**config.mk**
```make
export PLATFORM = sky130hd
export DESIGN_NAME = psum_acc_seq_flat
export DESIGN_NICKNAME = d
export VERILOG_FILES = /design/src/rtl/psum_acc_seq_if.sv /design/src/rtl/psum_acc_seq.sv /design/src/flat_wrapper.sv
export SDC_FILE = /design/constraint.sdc
export NUM_CORES = 1
export LEC_CHECK = 0
export ABC_CLOCK_PERIOD_IN_PS = 13400
export BUFFER_PORTS_ARGS = -buffer_cell sky130_fd_sc_hd__buf_4
export CORE_UTILIZATION = 40
export DETAILED_ROUTE_END_ITERATION = 12
export PLACE_DENSITY_LB_ADDON = 0.08
export SETUP_SLACK_MARGIN = 0.05
export SLEW_MARGIN = 20
export SYNTH_ARGS = -nofsm -noshare
export SYNTH_HDL_FRONTEND = slang
export SYNTH_SLANG_ARGS = --single-unit
```
**constraint.sdc**
```tcl
create_clock -name clk -period 13.4 [get_ports clk]
set_input_delay 2.01 -clock clk [delete_from_list [all_inputs] [get_ports clk]]
set_output_delay 2.01 -clock clk [all_outputs]
set_load 0.05 [all_outputs]
```
**src/rtl/psum_acc_seq_if.sv**
```systemverilog
// Bundles the pmem read port and the output word stream of the psum
// accumulation sequencer; master is the sequencer, slave is memory plus consumer.
interface psum_acc_seq_if #(
    parameter int col     = 8,
    parameter int psum_bw = 16,
    parameter int addr_w  = 11
);
    logic                     CEN_pmem;
    logic                     WEN_pmem;
    logic [addr_w-1:0]        A_pmem;
    logic [psum_bw*col-1:0]   Q_pmem;
    logic [psum_bw*col-1:0]   out_data;
    logic                     out_valid;
    logic                     out_ready;

    modport master (
        output CEN_pmem, WEN_pmem, A_pmem, out_data, out_valid,
        input  Q_pmem, out_ready
    );

    modport slave (
        input  CEN_pmem, WEN_pmem, A_pmem, out_data, out_valid,
        output Q_pmem, out_ready
    );
endinterface

```
**src/rtl/psum_acc_seq.sv**
```systemverilog
// Accumulation sequencer: walks every output pixel, reads the psum of each
// kernel position from pmem, sums per column and emits one (ReLU'd) word per pixel.
module psum_acc_seq #(
    parameter int col     = 8,
    parameter int psum_bw = 16,
    parameter int in_w    = 8,
    parameter int ksz     = 3,
    parameter int addr_w  = 11,
    parameter int base    = 0
) (
    input  logic                clk,
    input  logic                reset,
    input  logic                start,
    input  logic                relu_en,
    output logic                busy,
    output logic                done,
    output logic [2:0]          state_dbg,
    psum_acc_seq_if.master      bus
);
    localparam int O_W = in_w - ksz + 1;
    localparam int NIJ = in_w * in_w;
    localparam int CW  = $clog2(in_w);
    localparam int KW  = $clog2(ksz * ksz);

    localparam logic [2:0] S_IDLE  = 3'd0;
    localparam logic [2:0] S_ISSUE = 3'd1;
    localparam logic [2:0] S_DRAIN = 3'd2;
    localparam logic [2:0] S_OUT   = 3'd3;
    localparam logic [2:0] S_DONE  = 3'd4;

    logic [2:0]                    state;
    logic [CW-1:0]                 ox, oy, kx, ky;
    logic [KW-1:0]                 kij;
    logic                          relu_q;
    logic                          rd_vld, rd_first;
    logic [col-1:0][psum_bw-1:0]   acc;
    logic                          last_k, last_pix;
    logic [addr_w-1:0]             addr;

    assign last_k   = (kx == CW'(ksz - 1)) && (ky == CW'(ksz - 1));
    assign last_pix = (ox == CW'(O_W - 1)) && (oy == CW'(O_W - 1));

    always_ff @(posedge clk or posedge reset) begin
        if (reset) begin
            state  <= S_IDLE;
            ox     <= '0;
            oy     <= '0;
            kx     <= '0;
            ky     <= '0;
            kij    <= '0;
            relu_q <= 1'b0;
        end else begin
            case (state)
                S_IDLE: if (start) begin
                    state  <= S_ISSUE;
                    relu_q <= relu_en;
                    ox     <= '0;
                    oy     <= '0;
                    kx     <= '0;
                    ky     <= '0;
                    kij    <= '0;
                end
                S_ISSUE: begin
                    if (last_k) begin
                        kx    <= '0;
                        ky    <= '0;
                        kij   <= '0;
                        state <= S_DRAIN;
                    end else if (kx == CW'(ksz - 1)) begin
                        kx  <= '0;
                        ky  <= ky + 1'b1;
                        kij <= kij + 1'b1;
                    end else begin
                        kx  <= kx + 1'b1;
                        kij <= kij + 1'b1;
                    end
                end
                S_DRAIN: state <= S_OUT;
                // out_data is held until the consumer takes it; only then move on
                S_OUT: if (bus.out_ready) begin
                    if (last_pix) begin
                        state <= S_DONE;
                    end else begin
                        state <= S_ISSUE;
                        if (ox == CW'(O_W - 1)) begin
                            ox <= '0;
                            oy <= oy + 1'b1;
                        end else begin
                            ox <= ox + 1'b1;
                        end
                    end
                end
                S_DONE:  state <= S_IDLE;
                default: state <= S_IDLE;
            endcase
        end
    end

    // Read data lands one cycle after its issue; kij=0 data reloads the sum.
    always_ff @(posedge clk or posedge reset) begin
        if (reset) begin
            rd_vld   <= 1'b0;
            rd_first <= 1'b0;
            acc      <= '0;
        end else begin
            rd_vld   <= (state == S_ISSUE);
            rd_first <= (state == S_ISSUE) && (kij == '0);
            if (rd_vld) begin
                for (int c = 0; c < col; c++) begin
                    acc[c] <= rd_first ? bus.Q_pmem[c*psum_bw +: psum_bw]
                                       : acc[c] + bus.Q_pmem[c*psum_bw +: psum_bw];
                end
            end
        end
    end

    always_comb begin
        addr = addr_w'(base) + addr_w'(kij) * addr_w'(NIJ)
             + addr_w'(oy + ky) * addr_w'(in_w) + addr_w'(ox + kx);
    end

    // Handshake: a word transfers on a rising edge where out_valid and
    // out_ready are both high; out_valid never drops before that transfer.
    always_comb begin
        bus.CEN_pmem  = (state != S_ISSUE);
        bus.WEN_pmem  = 1'b1;
        bus.A_pmem    = (state == S_ISSUE) ? addr : '0;
        bus.out_valid = (state == S_OUT);
        busy          = (state != S_IDLE);
        done          = (state == S_DONE);
        state_dbg     = state;
        bus.out_data  = '0;
        for (int c = 0; c < col; c++) begin
            bus.out_data[c*psum_bw +: psum_bw] = (relu_q && acc[c][psum_bw-1]) ? '0 : acc[c];
        end
    end
endmodule

```
**src/flat_wrapper.sv**
```systemverilog
// flat-port wrapper written by rule: the top's interface ports become plain ports
module psum_acc_seq_flat 
#(
    parameter int col     = 8,
    parameter int psum_bw = 16,
    parameter int in_w    = 8,
    parameter int ksz     = 3,
    parameter int addr_w  = 11,
    parameter int base    = 0
)
  (clk, reset, start, relu_en, busy, done, state_dbg, bus_CEN_pmem, bus_WEN_pmem, bus_A_pmem, bus_out_data, bus_out_valid, bus_Q_pmem, bus_out_ready);
  psum_acc_seq_if #(.col(col), .psum_bw(psum_bw), .addr_w(addr_w)) bus_i ();
  input  logic clk;
  input  logic reset;
  input  logic start;
  input  logic relu_en;
  output logic busy;
  output logic done;
  output logic [2:0] state_dbg;
  output wire logic [$bits(bus_i.CEN_pmem)-1:0] bus_CEN_pmem;
  output wire logic [$bits(bus_i.WEN_pmem)-1:0] bus_WEN_pmem;
  output wire logic [$bits(bus_i.A_pmem)-1:0] bus_A_pmem;
  output wire logic [$bits(bus_i.out_data)-1:0] bus_out_data;
  output wire logic [$bits(bus_i.out_valid)-1:0] bus_out_valid;
  input wire logic [$bits(bus_i.Q_pmem)-1:0] bus_Q_pmem;
  input wire logic [$bits(bus_i.out_ready)-1:0] bus_out_ready;
  assign bus_CEN_pmem = bus_i.CEN_pmem;
  assign bus_WEN_pmem = bus_i.WEN_pmem;
  assign bus_A_pmem = bus_i.A_pmem;
  assign bus_out_data = bus_i.out_data;
  assign bus_out_valid = bus_i.out_valid;
  assign bus_i.Q_pmem = bus_Q_pmem;
  assign bus_i.out_ready = bus_out_ready;
  psum_acc_seq #(.col(col), .psum_bw(psum_bw), .in_w(in_w), .ksz(ksz), .addr_w(addr_w), .base(base)) u_core (.clk(clk), .reset(reset), .start(start), .relu_en(relu_en), .busy(busy), .done(done), .state_dbg(state_dbg), .bus(bus_i));
endmodule
```
# Word level (Yosys, flattened, before mapping)

Index checks and enable logic that the tools add are counted.

Output and inout bits: 147
Bits of input ports: 133
Bits in registers: 150

Equal/unequal tests: 15
Multiplexer cells: 40
Reduce and logical (&&, ||, !) cells: 22
$add $sub $neg: 17

Operator list:

| operator                                               | number |
|---|---|
| two-way mux 16 bit                                     | 16 |
| adder 16 bit                                           | 8 |
| two-way mux 3 bit                                      | 15 |
| one-hot mux 3 bit (2 select lines)                     | 4 |
| adder 3 x 1 -> 3 bit (second input constant)           | 4 |
| == test 3 x 2 -> 1 bit (second input constant)         | 4 |
| one-hot mux 3 bit (4 select lines)                     | 1 |
| adder 10 x 11 -> 11 bit                                | 1 |
| adder 11 bit                                           | 1 |
| logical AND 1 bit                                      | 11 |
| two-way mux 11 bit                                     | 1 |
| == test 3 bit (second input constant)                  | 3 |
| adder 3 x 3 -> 4 bit                                   | 2 |
| two-way mux 4 bit                                      | 2 |
| one-hot mux 4 bit (2 select lines)                     | 1 |
| inequality test 2 x 1 -> 1 bit (second input constant) | 3 |
| inequality test 3 x 1 -> 1 bit (second input constant) | 2 |
| AND reduction 3 bit                                    | 2 |
| AND reduction 5 bit                                    | 1 |
| adder 4 x 1 -> 4 bit (second input constant)           | 1 |
| zero test 4 bit                                        | 1 |
| inequality test 2 bit (second input constant)          | 2 |
| AND reduction 2 bit                                    | 2 |
| AND reduction 4 bit                                    | 1 |
| 4 further kinds                                        | 5 |

# Longest topological paths before layout

Depth in word-level cells: 5
Mapped depth: 10
Gate-level depth less buffers: 10

# Worst setup path after synthesis

No wires, ideal clock.

Kind: reg2out
Start: register u_core.state[0], in the netlist u_core.state_dbg[0]
End: output port bus_A_pmem[10]
Required time: 11390 ps
Path slack: 8246 ps
Stages on the path, launching flop included: 5
Arrival time: 3144 ps
Cell sequence: dfrtp_1 -> buf_2 -> nand2_1 -> clkbuf_1 -> nor4b_1

Word-level cells in the longest chain between the ends: 2

RTL lines:

| item                   | line                | text |
|---|---|---|
| from (decl)            | psum_acc_seq.sv:31  | `logic [2:0] state;` |
| from (signal assigned) | psum_acc_seq.sv:45  | `state <= S_IDLE;` |
| from (signal assigned) | psum_acc_seq.sv:55  | `state <= S_ISSUE;` |
| from (signal assigned) | psum_acc_seq.sv:68  | `state <= S_DRAIN;` |
| == test 3 x 1 -> 1 bit | psum_acc_seq.sv:127 | `bus.A_pmem = (state == S_ISSUE) ? addr : '0;` |
| two-way mux 11 bit     | psum_acc_seq.sv:127 |  |
| to (decl)              | flat_wrapper.sv:22  | `output wire logic [$bits(bus_i.A_pmem)-1:0] bus_A_pmem;` |

No other way between the ends.

# Worst setup path after layout

Start: register u_core.oy[0]
End: output port bus_A_pmem[9]

Word-level cells in the longest chain between the ends: 4

RTL lines:

| item                    | line                | text |
|---|---|---|
| from (decl)             | psum_acc_seq.sv:32  | `logic [CW-1:0] ox, oy, kx, ky;` |
| from (signal assigned)  | psum_acc_seq.sv:87  | `oy <= oy + 1'b1;` |
| adder 3 x 3 -> 4 bit    | psum_acc_seq.sv:119 | `+ addr_w'(oy + ky) * addr_w'(in_w) + addr_w'(ox + kx);` |
| adder 10 x 11 -> 11 bit | psum_acc_seq.sv:119 |  |
| adder 11 bit            | psum_acc_seq.sv:119 |  |
| two-way mux 11 bit      | psum_acc_seq.sv:127 |  |

No other way between the ends.

==> out/qor.yml <==
muxShareOfSynthArea: 0.0395
yosysWarnings: 0
timing.slew.headroom: 0.337
hpwl_mm: 26.1
synth_compound_area_frac: 0.246
ios: 280
fin_hold_ws_ns: 0.510
synth-main-ff-cell: "dfrtp_1"
grt_pass1_wl_mm: 58.8
min_period_ns: 4.75
r2r_setup_slack_ns: 10.40
finalSetupViolCount: 0
cts-root-buf: "clkbuf_16"
post-route-period-util: 0.355
rsz0062_at_grt: "no"
post_cts_buffers: 0
gp_congestion: 0.874
setup_tns_ns: 0
drive_gt1_frac: 0.194
synth_top_family_by_area: "compound AO/OA/AOI/OAI gates"
drt-total-wl_mm: 36.3
seq_area_frac_synth: 0.287
slew_violations: 0
status: "finished, final reports clean"
rr_startpoint: "u_core.rd_first$_DFF_PP0_"
synth_fa_ha_area_frac: 0.144
cts_tree: "yes"
cp_slowest_cell: "dfrtp_1"
cts_buffer_depth: 2
finClkSkew_ns: 0.00836
syn2layout_area_growth_pct: 23.6
utilization: 0.508
drt_iter0_drc: 512
holdPathStages: 1
routedWlPerCell_um: 16.2
die_area_um2: 33500
criticalPathCategory: "flop to output pin"
worstHoldEndpoint: "u_core.oy[2]$_DFFE_PP0P_"
synth_edf_count: 0
insertion_delay_ns: 0.44
yosys.area_share.simple: 0.192
fin_nets: 2072
grt_max_degree: 87
h-tree-depth: 4
clock-sinks: 150
fp.dieW_um: 183
crit_path_end_kind: "output pin"
reg2regPathDepth: 5
yosysTopAreaCell: "dfrtp_1"
clkTransAtPathRegs_ns: 0.06
gr-total-overflow: 0
cp_slowest_stage_delay_ns: 0.41
grt_antenna_before_repair: 1
start_kind: "flop"
synth_area_leaders: "dfrtp_1 (29%), ha_1 (13%), a21oi_1 (6.5%)"
syn_nets: 1831
synth_xor_area_frac: 0.0608
path_cells: "ha_1 > inv_1 > fa_1 > xnor2_1 > a31oi_1 > or3_1 > a21oi_1 > buf_4"
r2r-end: "u_core.acc[60]$_DFFE_PP0P_"
drtPass1Iterations: 5
cp.arrival_ns: 2.74
gr-usage-all-layers: 0.219
vias: 12000
ys_ff_latch: 150
start_util: 0.411
synth_area_um2: 13100
max_cap_viol_count: 0
rows: 65
post-route-drc-count: 0
cts_resized: 0
cp.required_ns: 11.39
startpoint: "u_core.oy[0]$_DFFE_PP0P_"
netlist.area_leader.share: 0.287
core_area_um2: 31900
worst-path-buf-inv: 2
async_flop_share: 1.00
cts_buffers: 17
path_delay_family: "adder cells"
min_from: "u_core.oy[2]$_DFFE_PP0P_"
yosys.cell_types.count: 70
via_per_inst: 5.37
synthTopCellsByCount: "nor2_1 (179), a21oi_1 (169), dfrtp_1 (150)"
fp.dieH_um: 183
first_global_vias: 11800
synth.most_common_cell: "nor2_1"
cp_max_fo: 4
fmax_ghz: 0.210
portBuffers: 278
postCtsHoldBufs: 0
finalHoldViolCount: 0
hp-class: "flop to flop"
synthCells: 1553
syn_avg_cell_area_um2: 8.44
ant_nets: 0
tightest_slew_ns: 0.994
layout make-up:
class	count	area (µm²)
fill	3113	15700
multi-input combinational	1297	8950
sequential	150	3760
timing repair buffer	284	2130
tap	435	544
clock buffer	17	425
clock inverter	15	210
inverter	44	170
antenna	1	2.50
cell families (layout without fill, tap and decap cells):
kind of cell / after synthesis / in the layout
AOI/OAI and AO/OA: 486 / 486
other: 1 / 2
adders and majority gates: 145 / 145
xor gates and xnor gates: 91 / 91
and+or+nand+nor: 524 / 524
DFF: 150 / 150
muxes: 50 / 50
buffers and inverters: 106 / 360
registers in the layout (all words and copies together), names as in the netlist:
| register | flops |
|---|---|
| u_core.acc | 128 |
| u_core.kij | 4 |
| u_core.kx | 3 |
| u_core.ky | 3 |
| u_core.ox | 3 |
| u_core.oy | 3 |
| u_core.state_dbg | 3 |
| u_core.rd_first | 1 |
| u_core.rd_vld | 1 |
| u_core.relu_q | 1 |
layout by cell type (no fill, tap or decap), types with 6 or more instances in the layout:
master,instances
a211oi_1,14
a21o_1,56
a21oi_1,169
a221o_1,20
a22oi_1,12
a31oi_1,36
and2_1,125
and3_1,12
buf_4,284
clkbuf_16,17
clkinv_2,6
dfrtp_1,148
fa_1,10
ha_1,135
inv_1,41
mux2_2,14
mux2i_1,36
nand2_1,118
nand2b_1,12
nand3_1,17
nor2_1,178
nor2b_1,16
nor3_1,15
o211ai_1,7
o21a_1,15
o21ai_0,67
o21ai_1,11
o21bai_1,15
o31ai_1,6
or3_1,10
xnor2_1,55
xor2_1,36
worst register-to-register path: cells and delay by family (launching register included):
kind	cells	cell delay, ns
AND/OR/NAND/NOR	2	0.53
flip-flops	1	1.00
AO/OA/AOI/OAI	2	0.44
buffers and inverters	1	0.92
worst max-delay path by stage:
stage | to | depth (start not counted)
finish | bus_A_pmem[9] | 8
global route | bus_A_pmem[9] | 8
CTS | bus_A_pmem[9] | 8
detailed placement | u_core.acc[62]$_DFFE_PP0P_ | 11
global placement | u_core.acc[60]$_DFFE_PP0P_ | 11
floorplan | u_core.acc[0]$_DFFE_PP0P_ | 1
through the flow:
stage | setup slack, ns | area, µm² | std cells
after global placement | 8.76 | 15600 | 2210
after floorplan | 7.35 | 13100 | 1553
after detailed placement | 8.74 | 15600 | 2210
after CTS | 8.60 | 16200 | 2242
after global routing | 8.42 | 16200 | 2242
final | 8.65 | 16200 | 2243
routing by layer:
metal  vias up  wire length [µm]  track usage
met5         -                 0            0
met1      5681             16500        0.273
met4         0               543       0.0610
li1       6066                 -            -
met2       260             17000        0.368
met3        34              2290       0.0608
Power is left out: the tool's default activity adds up to more than one toggle a clock period on the data nets, which glitch-free logic cannot reach.
